**src/rtl/flash_pkg.sv**
```systemverilog
// rtl/flash_pkg.sv - DataFlash opcodes, arbiter FSM encoding and opcode helpers
package flash_pkg;

  typedef logic [2:0] state_t;

  localparam logic [7:0] OP_ID         = 8'h9F;
  localparam logic [7:0] OP_STATUS     = 8'hD7;
  localparam logic [7:0] OP_CONT_RD    = 8'hE8;
  localparam logic [7:0] OP_BUF1_RD    = 8'hD4;
  localparam logic [7:0] OP_BUF2_RD    = 8'hD6;
  localparam logic [7:0] OP_BUF1_WR    = 8'h84;
  localparam logic [7:0] OP_BUF2_WR    = 8'h87;
  localparam logic [7:0] OP_B1_PROG    = 8'h83;
  localparam logic [7:0] OP_B2_PROG    = 8'h86;
  localparam logic [7:0] OP_MM_PROG1   = 8'h82;
  localparam logic [7:0] OP_MM_PROG2   = 8'h85;
  localparam logic [7:0] OP_PAGE_ERASE = 8'h81;
  localparam logic [7:0] OP_CHIP_ERASE = 8'hC7;

  localparam state_t ST_IDLE       = 3'd0;
  localparam state_t ST_ISSUE      = 3'd1;
  localparam state_t ST_EXEC       = 3'd2;
  localparam state_t ST_GAP        = 3'd3;
  localparam state_t ST_POLL_ISSUE = 3'd4;
  localparam state_t ST_POLL_EXEC  = 3'd5;
  localparam state_t ST_DONE       = 3'd6;

  // Program/erase opcodes leave the part internally busy; completion needs status polling.
  function automatic logic is_busy_op(input logic [7:0] op);
    case (op)
      OP_PAGE_ERASE, OP_CHIP_ERASE, OP_MM_PROG1,
      OP_MM_PROG2, OP_B1_PROG, OP_B2_PROG: is_busy_op = 1'b1;
      default:                             is_busy_op = 1'b0;
    endcase
  endfunction

endpackage

```
**src/rtl/flash_rr_arb2.sv**
```systemverilog
// rtl/flash_rr_arb2.sv - two-way round-robin grant, pointer moves only on contention
module flash_rr_arb2
  import flash_pkg::*;
(
  input  logic clk,
  input  logic rst,
  input  logic en,
  input  logic req_a,
  input  logic req_b,
  output logic gnt,
  output logic gnt_b
);

  logic ptr_b;

  always_comb begin
    gnt   = en & (req_a | req_b);
    gnt_b = req_b & (~req_a | ptr_b);
  end

  always_ff @(posedge clk or negedge rst) begin
    if (!rst) begin
      ptr_b <= 1'b0;
    end else if (en && req_a && req_b) begin
      ptr_b <= ~gnt_b;
    end
  end

endmodule

```
**src/rtl/flash_cmd_arbiter.sv**
```systemverilog
// rtl/flash_cmd_arbiter.sv - shares the DataFlash command engine between two requesters
module flash_cmd_arbiter
  import flash_pkg::*;
#(
  parameter int POLL_GAP = 1000,
  parameter int POLL_MAX = 4096,
  parameter int CNT_W    = 16
) (
  input  logic        clk,
  input  logic        rst,
  input  logic        req_a,
  input  logic [7:0]  cmd_a,
  input  logic [23:0] adr_a,
  output logic        ack_a,
  output logic        done_a,
  output logic        err_a,
  output logic        rvalid_a,
  input  logic        req_b,
  input  logic [7:0]  cmd_b,
  input  logic [23:0] adr_b,
  output logic        ack_b,
  output logic        done_b,
  output logic        err_b,
  output logic        rvalid_b,
  output logic [31:0] rdata,
  output logic [7:0]  fl_cmd,
  output logic [23:0] fl_adr,
  output logic        fl_wr,
  input  logic        fl_busy,
  input  logic        fl_rd,
  input  logic [31:0] fl_rddata,
  output logic        owner
);

  localparam logic [CNT_W-1:0] GAP_LAST = CNT_W'(POLL_GAP - 1);
  localparam logic [CNT_W-1:0] POLL_LIM = CNT_W'(POLL_MAX);
  localparam logic [CNT_W-1:0] CNT_ONE  = CNT_W'(1);

  state_t           state;
  logic [7:0]       cmd_q;
  logic [23:0]      adr_q;
  logic             skip;
  logic             ready;
  logic             err_flag;
  logic [CNT_W-1:0] gap_cnt;
  logic [CNT_W-1:0] poll_cnt;
  logic             gnt;
  logic             gnt_b;
  logic             poll_ready;

  flash_rr_arb2 u_arb (
    .clk   (clk),
    .rst   (rst),
    .en    (state == ST_IDLE),
    .req_a (req_a),
    .req_b (req_b),
    .gnt   (gnt),
    .gnt_b (gnt_b)
  );

  // A status word arriving on the cycle busy drops still decides this poll.
  always_comb begin
    poll_ready = fl_rd ? fl_rddata[7] : ready;
  end

  always_ff @(posedge clk or negedge rst) begin
    if (!rst) begin
      state    <= ST_IDLE;
      cmd_q    <= '0;
      adr_q    <= '0;
      skip     <= 1'b0;
      ready    <= 1'b0;
      err_flag <= 1'b0;
      gap_cnt  <= '0;
      poll_cnt <= '0;
      ack_a    <= 1'b0;
      ack_b    <= 1'b0;
      done_a   <= 1'b0;
      done_b   <= 1'b0;
      err_a    <= 1'b0;
      err_b    <= 1'b0;
      rvalid_a <= 1'b0;
      rvalid_b <= 1'b0;
      rdata    <= '0;
      fl_cmd   <= '0;
      fl_adr   <= '0;
      fl_wr    <= 1'b0;
      owner    <= 1'b0;
    end else begin
      ack_a    <= 1'b0;
      ack_b    <= 1'b0;
      done_a   <= 1'b0;
      done_b   <= 1'b0;
      err_a    <= 1'b0;
      err_b    <= 1'b0;
      rvalid_a <= 1'b0;
      rvalid_b <= 1'b0;
      fl_wr    <= 1'b0;
      case (state)
        ST_IDLE: begin
          if (gnt) begin
            cmd_q <= gnt_b ? cmd_b : cmd_a;
            adr_q <= gnt_b ? adr_b : adr_a;
            owner <= gnt_b;
            ack_a <= ~gnt_b;
            ack_b <= gnt_b;
            state <= ST_ISSUE;
          end
        end
        ST_ISSUE: begin
          if (!fl_busy) begin
            fl_cmd <= cmd_q;
            fl_adr <= adr_q;
            fl_wr  <= 1'b1;
            skip   <= 1'b1;
            state  <= ST_EXEC;
          end
        end
        ST_EXEC: begin
          skip <= 1'b0;
          if (fl_rd) begin
            rdata    <= fl_rddata;
            rvalid_a <= ~owner;
            rvalid_b <= owner;
          end
          if (!skip && !fl_busy) begin
            if (is_busy_op(cmd_q)) begin
              poll_cnt <= '0;
              gap_cnt  <= '0;
              state    <= ST_GAP;
            end else begin
              state <= ST_DONE;
            end
          end
        end
        ST_GAP: begin
          if (gap_cnt >= GAP_LAST) begin
            state <= ST_POLL_ISSUE;
          end else begin
            gap_cnt <= gap_cnt + CNT_ONE;
          end
        end
        ST_POLL_ISSUE: begin
          if (!fl_busy) begin
            fl_cmd <= OP_STATUS;
            fl_wr  <= 1'b1;
            skip   <= 1'b1;
            ready  <= 1'b0;
            if (poll_cnt != '1) poll_cnt <= poll_cnt + CNT_ONE;
            state  <= ST_POLL_EXEC;
          end
        end
        ST_POLL_EXEC: begin
          skip <= 1'b0;
          if (fl_rd) ready <= fl_rddata[7];
          if (!skip && !fl_busy) begin
            if (poll_ready) begin
              state <= ST_DONE;
            end else if (poll_cnt >= POLL_LIM) begin
              err_flag <= 1'b1;
              state    <= ST_DONE;
            end else begin
              gap_cnt <= '0;
              state   <= ST_GAP;
            end
          end
        end
        ST_DONE: begin
          done_a   <= ~owner;
          done_b   <= owner;
          err_a    <= err_flag & ~owner;
          err_b    <= err_flag & owner;
          err_flag <= 1'b0;
          state    <= ST_IDLE;
        end
        default: state <= ST_IDLE;
      endcase
    end
  end

endmodule

```
**config.mk**
```make
export PLATFORM = sky130hd
export DESIGN_NAME = flash_cmd_arbiter
export DESIGN_NICKNAME = d
export VERILOG_FILES = /design/src/rtl/flash_pkg.sv /design/src/rtl/flash_rr_arb2.sv /design/src/rtl/flash_cmd_arbiter.sv
export SDC_FILE = /design/constraint.sdc
export NUM_CORES = 1
export LEC_CHECK = 0
export CELL_PAD_IN_SITES_DETAIL_PLACEMENT = 0
export CELL_PAD_IN_SITES_GLOBAL_PLACEMENT = 1
export CORE_ASPECT_RATIO = 0.75
export CORE_UTILIZATION = 43
export DETAILED_ROUTE_END_ITERATION = 7
export DONT_BUFFER_PORTS = 1
export MAX_ROUTING_LAYER = met4
export PLACE_DENSITY_LB_ADDON = 0.1
export SYNTH_ARGS = -nofsm -noshare
export SYNTH_HDL_FRONTEND = slang
export SYNTH_SLANG_ARGS = --single-unit
```
**constraint.sdc**
```tcl
create_clock -name clk -period 2.07 [get_ports clk]
set_input_delay 0.414 -clock clk [delete_from_list [all_inputs] [get_ports clk]]
set_output_delay 0.414 -clock clk [all_outputs]
set_load 0.005 [all_outputs]
```
# Yosys cells after proc, flatten, opt, wreduce, memory -nomap -nowiden
# Index checks and enable logic that the tools add are counted.
dict set report word_totals {
  reg_bits 145
  out_inout_bits 74
  word_cells 138
}
dict set report op_classes {
  addsub 2
  magnitude_cmp 2
  eq_ne 26
  mux 51
  n_bitwise 10
  n_reduce_logical 25
}
# cell count
set op_table {}
lappend op_table {{$mux 16} 8}
lappend op_table {{$eq 8x8->1 const B} 6}
lappend op_table {{$pmux 16 s3} 1}
lappend op_table {{$add 16x1->16 const B} 2}
lappend op_table {{$pmux 16 s2} 1}
lappend op_table {{$mux 3} 9}
lappend op_table {{$ne 2x2->1 const B} 13}
lappend op_table {{$mux 24} 1}
lappend op_table {{$mux 8} 3}
lappend op_table {{$mux 1} 23}
lappend op_table {{$pmux 3 s6} 1}
lappend op_table {{$ge 16x10->1 const B} 1}
lappend op_table {{$ge 16x13->1 const B} 1}
lappend op_table {{$ne 16x16->1 const B} 1}
lappend op_table {{$pmux 8 s2} 1}
lappend op_table {{$reduce_and 2->1} 5}
lappend op_table {{$reduce_bool 2->1} 5}
lappend op_table {{$eq 3x3->1 const B} 3}
lappend op_table {{$reduce_and 7->1} 1}
lappend op_table {{$eq 3x2->1 const B} 2}
lappend op_table {{$pmux 1 s2} 3}
lappend op_table {{$reduce_and 6->1} 1}
lappend op_table {{$reduce_or 6->1} 1}
lappend op_table {{$reduce_and 5->1} 1}
lappend op_table {{other kinds (11)} 22}

# Longest topological paths before layout
# Gate-level depths: netlist (run 1).
dict set report depth {
  depth_word 8
  mapped_depth 7
}

# Hierarchy
# A second synthesis (run 1) with hierarchy kept.
dict set report hier_totals {
  cells_unflattened 609
  area_unflattened_um2 6442.4
}
# mod n_inst cells_each area_per_inst_um2 seq_area_each_um2
set by_module_without_submodules {}
lappend by_module_without_submodules {flash_cmd_arbiter 1 603 6384.9 3603.5}
lappend by_module_without_submodules {flash_rr_arb2 1 6 57.6 25.0}

# Worst setup path after synthesis (run 1)
# OpenSTA, ideal clock, no wires.
dict set report synth_path {
  kind {reg2reg}
  start {reg gap_cnt[11]}
  end {reg gap_cnt[14]}
  setup_time_ns 0.087
  arrival_ns 2.005
  required_time_ns 1.983
  slack_ns -0.021
  path_stages_with_launch 6
  n_path_buf 0
  cell_sequence {dfrtp_1 -> or4_4 -> nor3_4 -> a21oi_2 -> or4_4 -> a211oi_2}
}
dict set report synth_between {
  elab_chain_cells 3
}
# item line
set synth_lines {}
lappend synth_lines {{from (decl)} flash_cmd_arbiter.sv:45} ;# logic [CNT_W-1:0] gap_cnt;
lappend synth_lines {{from (signal assigned)} flash_cmd_arbiter.sv:140} ;# gap_cnt <= gap_cnt + CNT_ONE;
lappend synth_lines {{$add 16x1->16 / $ge 16x10->1 (equally long branches)} {flash_cmd_arbiter.sv:140, flash_cmd_arbiter.sv:137}}
lappend synth_lines {{$mux 16 / $ne 2x2->1 (equally long branches)} --}
lappend synth_lines {{$pmux 16 s3 / $reduce_and 7->1 (equally long branches)} --}
# Several ways; a longest one is shown, not always the timed one. The select of a mux whose other input is x is not followed.
# A chain may end at the register's enable or synchronous reset.

# Final worst setup path (run 1)
# Ends and elaborated chain as after synthesis.

==> impl_metrics.csv, run 1 <==
group,metric,value,unit
setup_path,critical_path_peak_fanout,4,
flow_run,max_cap_viol_count,0,
setup_path,critPathArrivalTime,2.36,ns
logic_synthesis,netlist_top_cells_area,"sky130_fd_sc_hd__dfrtp_1 56%, sky130_fd_sc_hd__nand2_1 7.5%, sky130_fd_sc_hd__mux2_2 6.1%, sky130_fd_sc_hd__a22oi_1 3.9%, sky130_fd_sc_hd__o21ai_0 3.7%",
finish,seqCellArea,3630,µm²
global_route,first_global_vias,4596,
setup_path,crit_buf_inv,0,
sta,fmax,494,MHz
detailed_routing,drc_violations,0,
clock_tree,clockRootBuffer,"sky130_fd_sc_hd__clkbuf_16",
clock_tree,clk_pin_slew,0.06,ns
global_route,groute.usage.overall,21.5,%
detailed_routing,drt_iter0_markers,283,
setup_path,setup.worst_path.end_class,"flip-flop",
floorplan,die_area,15400,µm²
floorplan,dieHeight,108,µm
detailed_routing,first_pass_iters,4,
power,share_comb_of_total_power,29.7,%
detailed_routing,route.detailed.wl_per_inst,17.9,µm
clock_tree,clock-sinks,145,
sta,post-route-period-util,97.8,%
finish,synthToLayoutAreaGrowth,18.8,%
global_route,grt_first_pass_wirelength,24200,µm
placement,rd_place_congestion,0.881,
sta,fin_tns_setup,0,ns
floorplan,initial_core_util,44.2,%
logic_synthesis,synth.yosys.seq_area_share,56.5,%
floorplan,fp-row-count,38,
clock_tree,clk_path_buf_depth,2,
finish,final_layout_size_suffix_gt1_share,22.3,%
sta,rsz_0062_raised_after_global_routing,"false",
finish,layout_cells_excl_fill,878,
sta,report.final.slew_viol_count,0,
floorplan,io_pins,176,
setup_path,timing.critical_path.max_delay_family,"simple AND/OR/NAND/NOR gates",
global_route,grt_max_degree,146,
logic_synthesis,synthesis.nets,728,
logic_synthesis,commonest_cells_post_synth,"145 x sky130_fd_sc_hd__dfrtp_1, 129 x sky130_fd_sc_hd__nand2_1, 48 x sky130_fd_sc_hd__o21ai_0",
logic_synthesis,yosysWarnings,0,
power,net-switching-power,3810,µW
power,p_per_area,1420,nW/µm²
placement,dp.cells,844,
logic_synthesis,syn_area_per_cell,10.3,µm²
finish,num-fill-cells,1355,
setup_path,crit_chain,"or4_4, nor3_4, a21oi_2, or4_4, a211oi_2",
clock_tree,clock_tree_from_tritoncts,"done",
logic_synthesis,synth-main-ff-cell,"sky130_fd_sc_hd__dfrtp_1",
detailed_routing,vias_per_std_cell,5.54,
power,power.leakage,0.00342,µW
setup_path,setup.worst_path.start_class,"flip-flop",
finish,fin_nets,770,
sta,maxSlewHeadroom,54.3,%
power,share_clk_of_total_power,26.0,%
logic_synthesis,synth_cell_types,58,
detailed_routing,topRoutingLayerUsed,"met4",
floorplan,die_width,143,µm
setup_path,delay_of_the_slowest_critical_path_stage,0.54,ns
detailed_routing,routed_wirelength,15700,µm
clock_tree,tritoncts.num_buffers,17,
sta,finalWorstPathRequiredPeriod,2.02,ns
sta,finalHoldWorstSlack,-0.314,ns
sta,clock-skew-final,0.00624,ns
setup_path,worst-endpoint-required,2.41,ns
logic_synthesis,synth.cell_area,6430,µm²
logic_synthesis,synth_edf_count,0,
sta,setup_viol,0,
power,total_power,10800,µW
clock_tree,cts_max_level,4,
sta,final-hold-violation-count,145,
power,peakVddDrop,0.738,mV
detailed_routing,route.antenna.remaining_nets,0,
power,switching_share,35.1,%
detailed_routing,route.met3.wl,1140,µm
logic_synthesis,synth_top_area_share,56.5,%
logic_synthesis,ys_seq_elements,145,
hold_path,timing.hold.worst.class,"in2async",
global_route,antenna_violations_before_repair,0,
finish,multiInputGateArea,2700,µm²
floorplan,coreArea,14500,µm²
setup_path,cp_common_cell,"sky130_fd_sc_hd__or4_4",
logic_synthesis,top_count_cell_post_synth,"sky130_fd_sc_hd__dfrtp_1",
logic_synthesis,netlist_instances,623,
outcome,violations,"negative hold slack",
finish,n_antenna_cell,0,
detailed_routing,met1_length,7480,µm
setup_path,timing_worst_setup_path_type,"reg2reg",
global_route,globalRoute.totalOverflow,0,
setup_path,worstSetupPathDepth,5,
outcome,outcome,"complete, but fails checks",
detailed_routing,dr_wl_met2,6930,µm
sta,worst_slew_pin_slew,0.685,ns
placement,place.detailed.hpwl,11100,µm
clock_tree,clk_latency,0.42,ns
placement,portBuffers,0,
setup_path,worst-r2r-cell-count,5,
logic_synthesis,postSynth.asyncResetShare,100,%
setup_path,worst_path_max_delay_cell,"sky130_fd_sc_hd__or4_4",
logic_synthesis,synthDominantAreaCellType,"sky130_fd_sc_hd__dfrtp_1",
detailed_routing,route.vias.total,4863,
power,internal_power,7040,µW
power,proportion_of_power_drawn_by_flip_flops_and_latches,44.3,%
-- cell usage in the layout (no fill, tap or decap), types with 7 or more instances in the layout --
cell / netlist / routed
sky130_fd_sc_hd__clkbuf_16: 0 / 17
sky130_fd_sc_hd__nand2_1: 129 / 129
sky130_fd_sc_hd__dfrtp_1: 145 / 145
sky130_fd_sc_hd__inv_1: 14 / 14
sky130_fd_sc_hd__and3_1: 7 / 7
sky130_fd_sc_hd__nand4_1: 8 / 8
sky130_fd_sc_hd__nor2_1: 27 / 25
sky130_fd_sc_hd__a21oi_1: 18 / 18
sky130_fd_sc_hd__o21ai_0: 48 / 48
sky130_fd_sc_hd__and2_1: 9 / 9
sky130_fd_sc_hd__mux2_2: 35 / 35
sky130_fd_sc_hd__a22oi_1: 33 / 33
sky130_fd_sc_hd__nor3_1: 11 / 9
sky130_fd_sc_hd__a31oi_1: 8 / 8
sky130_fd_sc_hd__mux2i_1: 8 / 8
sky130_fd_sc_hd__buf_4: 0 / 55
sky130_fd_sc_hd__nand3_1: 11 / 11
-- layout make-up --
class | instances | share of cell area [%]
clock buffers | 17 | 5.57
inverters | 14 | 0.688
well taps | 200 | 3.28
repair buffers | 57 | 5.93
multi-input cells | 430 | 35.4
clock inverters | 15 | 1.64
flip-flops and latches | 145 | 47.5
-- cells by family (layout without fill, tap and decap cells) --
family | count (synthesis) | count (layout) | share of synthesized area [%]
buffers and inverters | 48 | 103 | 2.94
xor gates and xnor gates | 2 | 2 | 0.273
and+or+nand+nor | 231 | 231 | 16.5
adders and majority gates | 3 | 3 | 0.584
DFF | 145 | 145 | 56.5
muxes | 43 | 43 | 7.38
AOI/OAI and AO/OA | 151 | 151 | 15.8
-- registers in the layout, indices dropped and copies added, names as in the netlist --
register     cells
adr_q           24
rvalid_a         1
fl_adr          24
rvalid_b         1
state            3
done_a           1
ready            1
poll_cnt        16
ack_a            1
fl_cmd           8
err_a            1
rdata           32
u_arb.ptr_b      1
ack_b            1
fl_wr            1
err_flag         1
gap_cnt         16
owner            1
err_b            1
done_b           1
cmd_q            8
skip             1
-- worst paths after layout --
| path | startpoint | end | slack (ns) |
|---|---|---|---|
| max | gap_cnt[11]$_DFFE_PN0P_ | gap_cnt[14]$_DFFE_PN0P_ | 0.05 |
| min | rst | rdata[14]$_DFFE_PN0P_ | -0.31 |
| min reg2reg | adr_q[21]$_DFFE_PN0P_ | fl_adr[21]$_DFFE_PN0P_ | 0.46 |
| min in group clk | fl_busy | fl_wr$_DFF_PN0_ | 0.09 |
| max in group asynchronous | rst | state[2]$_DFFE_PN0P_ | 2.12 |
| max reg2reg | gap_cnt[11]$_DFFE_PN0P_ | gap_cnt[14]$_DFFE_PN0P_ | 0.05 |
-- worst register-to-register path: cells and delay by family (launching register included) --
| kind | cells | cell delay [ns] |
|---|---|---|
| flops | 1 | 0.38 |
| compound gates | 2 | 0.34 |
| simple gates | 3 | 1.24 |
-- timing repair --
item	4_1_cts	5_1_grt
setup buffers	2	0
resized for setup	7	9
hold endpoints to repair	145	145
pin swaps	1	2
endpoints found under the setup margin	38	80
-- through the flow --
stage | hold WS [ns] | instance area (µm²) | setup slack (ns) | utilization (%)
2_1_floorplan | 0.118 | 6430 | -0.0213 | -
3_3_place_gp | 0.122 | 6990 | -0.0838 | 48.1
3_5_place_dp | 0.122 | 6990 | -0.112 | 48.1
4_1_cts | -0.335 | 7590 | 0.00328 | 52.2
5_1_grt | -0.344 | 7630 | 0.00830 | 52.5
6_report | -0.314 | 7630 | 0.0456 | 52.5
-- power by group through the flow --
stage	sequential, µW	combinational (µW)	clock (µW)
after floorplan	4580	2130	0
after global placement	4830	3050	0
after detailed placement	4860	3130	0
after CTS	4810	3200	2920
after global routing	4970	3610	3050
final	4800	3220	2820
-- routing by layer --
| layer | up-vias | track usage (%) |
|---|---|---|
| li1 | 2320 | - |
| met1 | 2355 | 28.9 |
| met2 | 175 | 31.5 |
| met3 | 13 | 6.18 |
| met4 | 0 | 5.99 |
| met5 | - | - |
Power figures use the tool's default switching activity.
==> run 2, diff against run 1 <==
==> constraint.sdc (replaced) <==
create_clock -name clk -period 1.7 [get_ports clk]
set_input_delay 0.34 -clock clk [delete_from_list [all_inputs] [get_ports clk]]
set_output_delay 0.34 -clock clk [all_outputs]
set_load 0.005 [all_outputs]
==> run 2 against run 1 <==
The run ends with negative hold slack, negative setup slack left. Via count up 8.5%. Combinational power up 78%. Die area unchanged.
==> impl_metrics.csv, run 2 (synthesized netlist as in run 1, its figures left out) <==
group,metric,value,unit
outcome,outcome,"complete, but fails checks",
outcome,violations,"negative hold slack, negative setup slack",
setup_path,worst_path_max_delay_cell,"sky130_fd_sc_hd__or4_4",
finish,synthToLayoutAreaGrowth,38.9,%
setup_path,setup.worst_path.start_class,"flip-flop",
global_route,globalRoute.totalOverflow,0,
setup_path,crit_chain,"nor4b_2, buf_4, a41o_1, o2bb2ai_2, or4_4, a211oi_2",
floorplan,dieHeight,108,µm
detailed_routing,first_pass_iters,5,
finish,largest-register,"rdata",
placement,pre_cts_slack,-0.346,ns
sta,report.final.slew_viol_count,0,
sta,maxSlewHeadroom,57.8,%
power,net-switching-power,5260,µW
global_route,first_global_vias,5246,
finish,final_layout_size_suffix_gt1_share,35.2,%
setup_path,timing_worst_setup_path_type,"reg2reg",
floorplan,die_area,15400,µm²
setup_path,delay_of_the_slowest_critical_path_stage,0.57,ns
setup_path,critPathArrivalTime,2.37,ns
clock_tree,clock_tree_from_tritoncts,"done",
placement,rd_place_congestion,0.878,
placement,portBuffers,0,
clock_tree,clockRootBuffer,"sky130_fd_sc_hd__clkbuf_16",
power,peakVddDrop,0.880,mV
sta,postLayoutSetupSlackWorst,-0.335,ns
detailed_routing,vias_per_std_cell,5.55,
clock_tree,tritoncts.num_buffers,17,
sta,post-route-period-util,120,%
global_route,grt_max_degree,146,
sta,fin_tns_setup,-8.39,ns
power,share_comb_of_total_power,37.1,%
detailed_routing,route.vias.total,5275,
sta,final-hold-violation-count,145,
sta,clock-skew-final,0.00987,ns
placement,place.detailed.hpwl,11300,µm
sta,finalWorstPathRequiredPeriod,2.03,ns
global_route,groute.usage.overall,25.0,%
power,share_clk_of_total_power,25.3,%
setup_path,worst-endpoint-required,2.03,ns
finish,layout_commonest_cell,"sky130_fd_sc_hd__dfrtp_1",
setup_path,critical_path_peak_fanout,4,
detailed_routing,routed_wirelength,18200,µm
sta,worst_slew_pin_slew,0.630,ns
global_route,grt_first_pass_wirelength,28200,µm
floorplan,die_width,143,µm
power,proportion_of_power_drawn_by_flip_flops_and_latches,37.6,%
clock_tree,cts_max_level,4,
sta,fmax,491,MHz
floorplan,initial_core_util,44.2,%
hold_path,timing.hold.worst.class,"in2async",
power,power.leakage,0.00407,µW
floorplan,io_pins,176,
detailed_routing,drc_violations,0,
sta,setup_viol,64,
finish,largest_register_ff_count,32,
power,internal_power,10200,µW
finish,layout_top_registers,"rdata (32), adr_q (24), fl_adr (24)",
finish,layout.cells.most_common_list,"144 x sky130_fd_sc_hd__dfrtp_1, 124 x sky130_fd_sc_hd__nand2_1, 90 x sky130_fd_sc_hd__buf_4, 38 x sky130_fd_sc_hd__o21ai_0, 35 x sky130_fd_sc_hd__mux2_4",
global_route,antenna_violations_before_repair,0,
clock_tree,clock-sinks,145,
flow_run,max_cap_viol_count,0,
power,p_per_area,1730,nW/µm²
floorplan,fp-row-count,38,
floorplan,coreArea,14500,µm²
sta,finalHoldWorstSlack,-0.392,ns
sta,rsz_0062_raised_after_global_routing,"true",
detailed_routing,drt_iter0_markers,343,
power,switching_share,34.0,%
finish,n_antenna_cell,0,
clock_tree,clk_path_buf_depth,2,
detailed_routing,route.antenna.remaining_nets,0,
detailed_routing,route.detailed.wl_per_inst,19.1,µm
clock_tree,clk_pin_slew,0.07,ns
setup_path,setup.worst_path.end_class,"flip-flop",
clock_tree,clk_latency,0.43,ns
finish,fin_nets,843,
[run 2: layout make-up]
class | instances | area (µm²)
clock buffer | 18 | 439
clock inverter | 14 | 179
fill | 1201 | 5630
inverter | 14 | 52.6
multi-input combinational | 431 | 3170
sequential | 145 | 3630
tap | 200 | 250
timing repair buffer | 129 | 1210
[run 2: through the flow]
step	util (%)	hold WS, ns	total power (µW)	cell area, µm²	cells
after floorplan	-	0.0444	8360	6560	623
after global placement	51.0	0.0489	10100	7420	888
after detailed placement	51.0	0.0497	10300	7420	888
after CTS	59.3	-0.413	15100	8620	940
after global routing	61.3	-0.420	16500	8920	951
final	61.3	-0.392	15500	8920	951
[run 2: timing repair]
item,CTS,global route
gates resized for setup,100,48
setup buffers,18,16
endpoints found under the setup margin,98,127
endpoints found under the hold margin,145,145
pin swaps,23,23
cloned,3,2
[run 2: final timing paths]
check,start,end,slack [ns],cells after the start
min in group clk,fl_rddata[17],rdata[17]$_DFFE_PN0P_,0.05,1
min reg2reg,adr_q[11]$_DFFE_PN0P_,fl_adr[11]$_DFFE_PN0P_,0.46,2
max in group asynchronous,rst,poll_cnt[13]$_DFFE_PN0P_,1.73,0
max reg2reg,cmd_q[5]$_DFFE_PN0P_,gap_cnt[14]$_DFFE_PN0P_,-0.33,6
max,cmd_q[5]$_DFFE_PN0P_,gap_cnt[14]$_DFFE_PN0P_,-0.33,6
min,rst,err_flag$_DFFE_PN0P_,-0.39,0
[run 2: layer usage]
layer / global-route usage [%] / wire length [µm] / vias up
li1: - / - / 2465
met1: 33.3 / 8470 / 2625
met2: 36.9 / 8270 / 173
met3: 6.58 / 1260 / 12
met4: 8.68 / 172 / 0
met5: - / 0 / -
[run 2: power groups by stage]
stage	registers, µW	clock network (µW)	logic [µW]
2_1_floorplan	5600	0	2760
3_3_place_gp	5780	0	4300
3_5_place_dp	5820	0	4430
4_1_cts	5790	3980	5370
5_1_grt	5980	4170	6310
6_report	5820	3900	5730
[run 2: critical path: cells and delay by family, from the launching register on]
kind	cells	cell delay (ns)
AOI/OAI and AO/OA	3	0.53
and+or+nand+nor	2	0.87
DFF	1	0.38
buffers and inverters	1	0.17
==> run 3, diff against run 2 <==
--- a/config.mk
+++ b/config.mk
@@ -5,10 +5,11 @@
 export SDC_FILE = /design/constraint.sdc
 export NUM_CORES = 1
 export LEC_CHECK = 0
+export ABC_CLOCK_PERIOD_IN_PS = 2350
 export CELL_PAD_IN_SITES_DETAIL_PLACEMENT = 0
 export CELL_PAD_IN_SITES_GLOBAL_PLACEMENT = 1
 export CORE_ASPECT_RATIO = 0.75
-export CORE_UTILIZATION = 43
+export CORE_UTILIZATION = 40
 export DETAILED_ROUTE_END_ITERATION = 7
 export DONT_BUFFER_PORTS = 1
 export MAX_ROUTING_LAYER = met4
==> constraint.sdc (replaced) <==
create_clock -name clk -period 2.35 [get_ports clk]
set_input_delay 0.47 -clock clk [delete_from_list [all_inputs] [get_ports clk]]
set_output_delay 0.47 -clock clk [all_outputs]
set_load 0.005 [all_outputs]
==> run 3 against run 2 <==
The run ends with negative hold slack left. Flip-flop and latch count stayed put. Largest cell class unchanged. Power fell by 39%. Non-clock buffer count down 101.
==> impl_metrics.csv, run 3 (synthesized netlist as in run 1, its figures left out) <==
group,metric,value,unit
outcome,outcome,"complete, but fails checks",
outcome,violations,"negative hold slack",
finish,layout_cells_excl_fill,854,
power,peakVddDrop,0.442,mV
floorplan,io_pins,176,
clock_tree,clk_latency,0.42,ns
setup_path,critical_path_peak_fanout,33,
floorplan,fp-row-count,39,
sta,maxSlewHeadroom,68.2,%
global_route,antenna_violations_before_repair,0,
setup_path,timing_worst_setup_path_type,"reg2reg",
finish,finish.instance_area,7360,µm²
placement,pre_cts_slack,0.192,ns
clock_tree,tritoncts.num_buffers,17,
detailed_routing,route.detailed.wl_per_inst,17.6,µm
placement,rd_place_congestion,0.837,
detailed_routing,vias_per_std_cell,5.54,
setup_path,setup.worst_path.end_class,"flip-flop",
sta,finalWorstPathRequiredPeriod,2.18,ns
sta,worst_slew_pin_slew,0.476,ns
power,proportion_of_power_drawn_by_flip_flops_and_latches,45.6,%
global_route,globalRoute.totalOverflow,0,
detailed_routing,drc_violations,0,
hold_path,timing.hold.worst.class,"in2async",
finish,synthToLayoutAreaGrowth,14.5,%
sta,fmax,460,MHz
detailed_routing,route.vias.total,4728,
finish,n_antenna_cell,0,
finish,largest_register_ff_count,32,
finish,largest-register,"rdata",
setup_path,critPathArrivalTime,2.48,ns
finish,layout_top_registers,"rdata (32), adr_q (24), fl_adr (24)",
clock_tree,clk_pin_slew,0.06,ns
global_route,grt_max_degree,146,
power,switching_share,34.1,%
clock_tree,clock_tree_from_tritoncts,"done",
sta,rsz_0062_raised_after_global_routing,"false",
power,p_per_area,1270,nW/µm²
finish,final_layout_size_suffix_gt1_share,16.9,%
placement,detailed_place.area,6780,µm²
global_route,groute.usage.overall,19.4,%
floorplan,die_width,148,µm
floorplan,coreArea,15500,µm²
placement,place.detailed.hpwl,10300,µm
finish,fin_nets,741,
sta,finalHoldWorstSlack,-0.248,ns
power,share_comb_of_total_power,26.6,%
sta,report.final.slew_viol_count,0,
sta,post-route-period-util,92.6,%
finish,num-fill-cells,1452,
sta,clock-skew-final,0.0136,ns
power,share_clk_of_total_power,27.8,%
floorplan,initial_core_util,41.5,%
setup_path,worst-endpoint-required,2.65,ns
clock_tree,clockRootBuffer,"sky130_fd_sc_hd__clkbuf_16",
sta,postLayoutSetupSlackWorst,0.174,ns
clock_tree,clock-sinks,145,
placement,portBuffers,0,
global_route,first_global_vias,4367,
sta,fin_tns_setup,0,ns
sta,final-hold-violation-count,145,
global_route,grt_first_pass_wirelength,23600,µm
power,net-switching-power,3190,µW
power,internal_power,6160,µW
flow_run,max_cap_viol_count,0,
detailed_routing,route.antenna.remaining_nets,0,
clock_tree,clk_path_buf_depth,2,
placement,dp.cells,822,
sta,setup_viol,0,
setup_path,setup.worst_path.start_class,"flip-flop",
floorplan,die_area,16600,µm²
detailed_routing,routed_wirelength,15000,µm
clock_tree,cts_max_level,4,
finish,final_core_util,47.6,%
detailed_routing,first_pass_iters,5,
finish,layout_commonest_cell,"sky130_fd_sc_hd__dfrtp_1",
floorplan,dieHeight,112,µm
finish,layout.cells.most_common_list,"145 x sky130_fd_sc_hd__dfrtp_1, 129 x sky130_fd_sc_hd__nand2_1, 48 x sky130_fd_sc_hd__o21ai_0, 35 x sky130_fd_sc_hd__mux2_2, 33 x sky130_fd_sc_hd__a22oi_1",
power,power.leakage,0.00329,µW
detailed_routing,drt_iter0_markers,406,
==> run 3: power by group through the flow <==
stage / sequential [µW] / combinational [µW] / clock [µW]
after CTS: 4280 / 2500 / 2680
after detailed placement: 4310 / 2490 / 0
final: 4260 / 2490 / 2600
after global routing: 4400 / 2820 / 2790
after floorplan: 4030 / 1880 / 0
after global placement: 4300 / 2430 / 0
==> run 3: worst paths after layout <==
kind | from | to | slack (ns) | depth (start not counted)
min in group clk | fl_rddata[30] | rdata[30]$_DFFE_PN0P_ | 0.20 | 1
worst max register to register | state[1]$_DFFE_PN0P_ | rdata[28]$_DFFE_PN0P_ | 0.17 | 6
worst min-delay path | rst | rdata[5]$_DFFE_PN0P_ | -0.25 | 0
worst min register to register | adr_q[6]$_DFFE_PN0P_ | fl_adr[6]$_DFFE_PN0P_ | 0.47 | 2
worst max-delay path | state[1]$_DFFE_PN0P_ | rdata[28]$_DFFE_PN0P_ | 0.17 | 6
max in group asynchronous | rst | gap_cnt[14]$_DFFE_PN0P_ | 2.33 | 0
==> run 3: worst max-delay path, cell delays in order, from the launching register on <==
cell	delay (ns)
sky130_fd_sc_hd__dfrtp_1	0.48
sky130_fd_sc_hd__nor2b_1	0.30
sky130_fd_sc_hd__nor2b_1	0.37
sky130_fd_sc_hd__buf_4	0.17
sky130_fd_sc_hd__and2_1	0.16
sky130_fd_sc_hd__buf_12	0.21
sky130_fd_sc_hd__mux2_2	0.36
==> run 3: final cells by class <==
cell class	instances	area [µm²]	area share, %
flip-flops and latches	145	3630	49.3
clock inverters	13	135	1.84
clock buffers	19	433	5.88
inverters	14	52.6	0.714
repair buffers	28	223	3.03
multi-input cells	430	2630	35.7
well taps	205	256	3.49
==> run 3: what timing repair did <==
action	in CTS	in global routing
endpoints found under the setup margin	0	1
hold endpoints to repair	145	145
gates resized for setup	0	1
setup buffers	0	0
==> run 3: metrics by stage <==
stage	hold WS, ns	power, µW
after floorplan	0.174	5910
after global placement	0.178	6720
after detailed placement	0.178	6800
after CTS	-0.276	9460
after global routing	-0.279	10000
final	-0.248	9360
==> run 3: per-layer routing <==
layer	GRT usage [%]	vias to the layer above	part of all wire, %
met5	-	-	0
met4	7.63	0	1.4
met3	5.53	16	8.0
met2	25.6	189	41
met1	27.6	2270	49
li1	-	2253	-
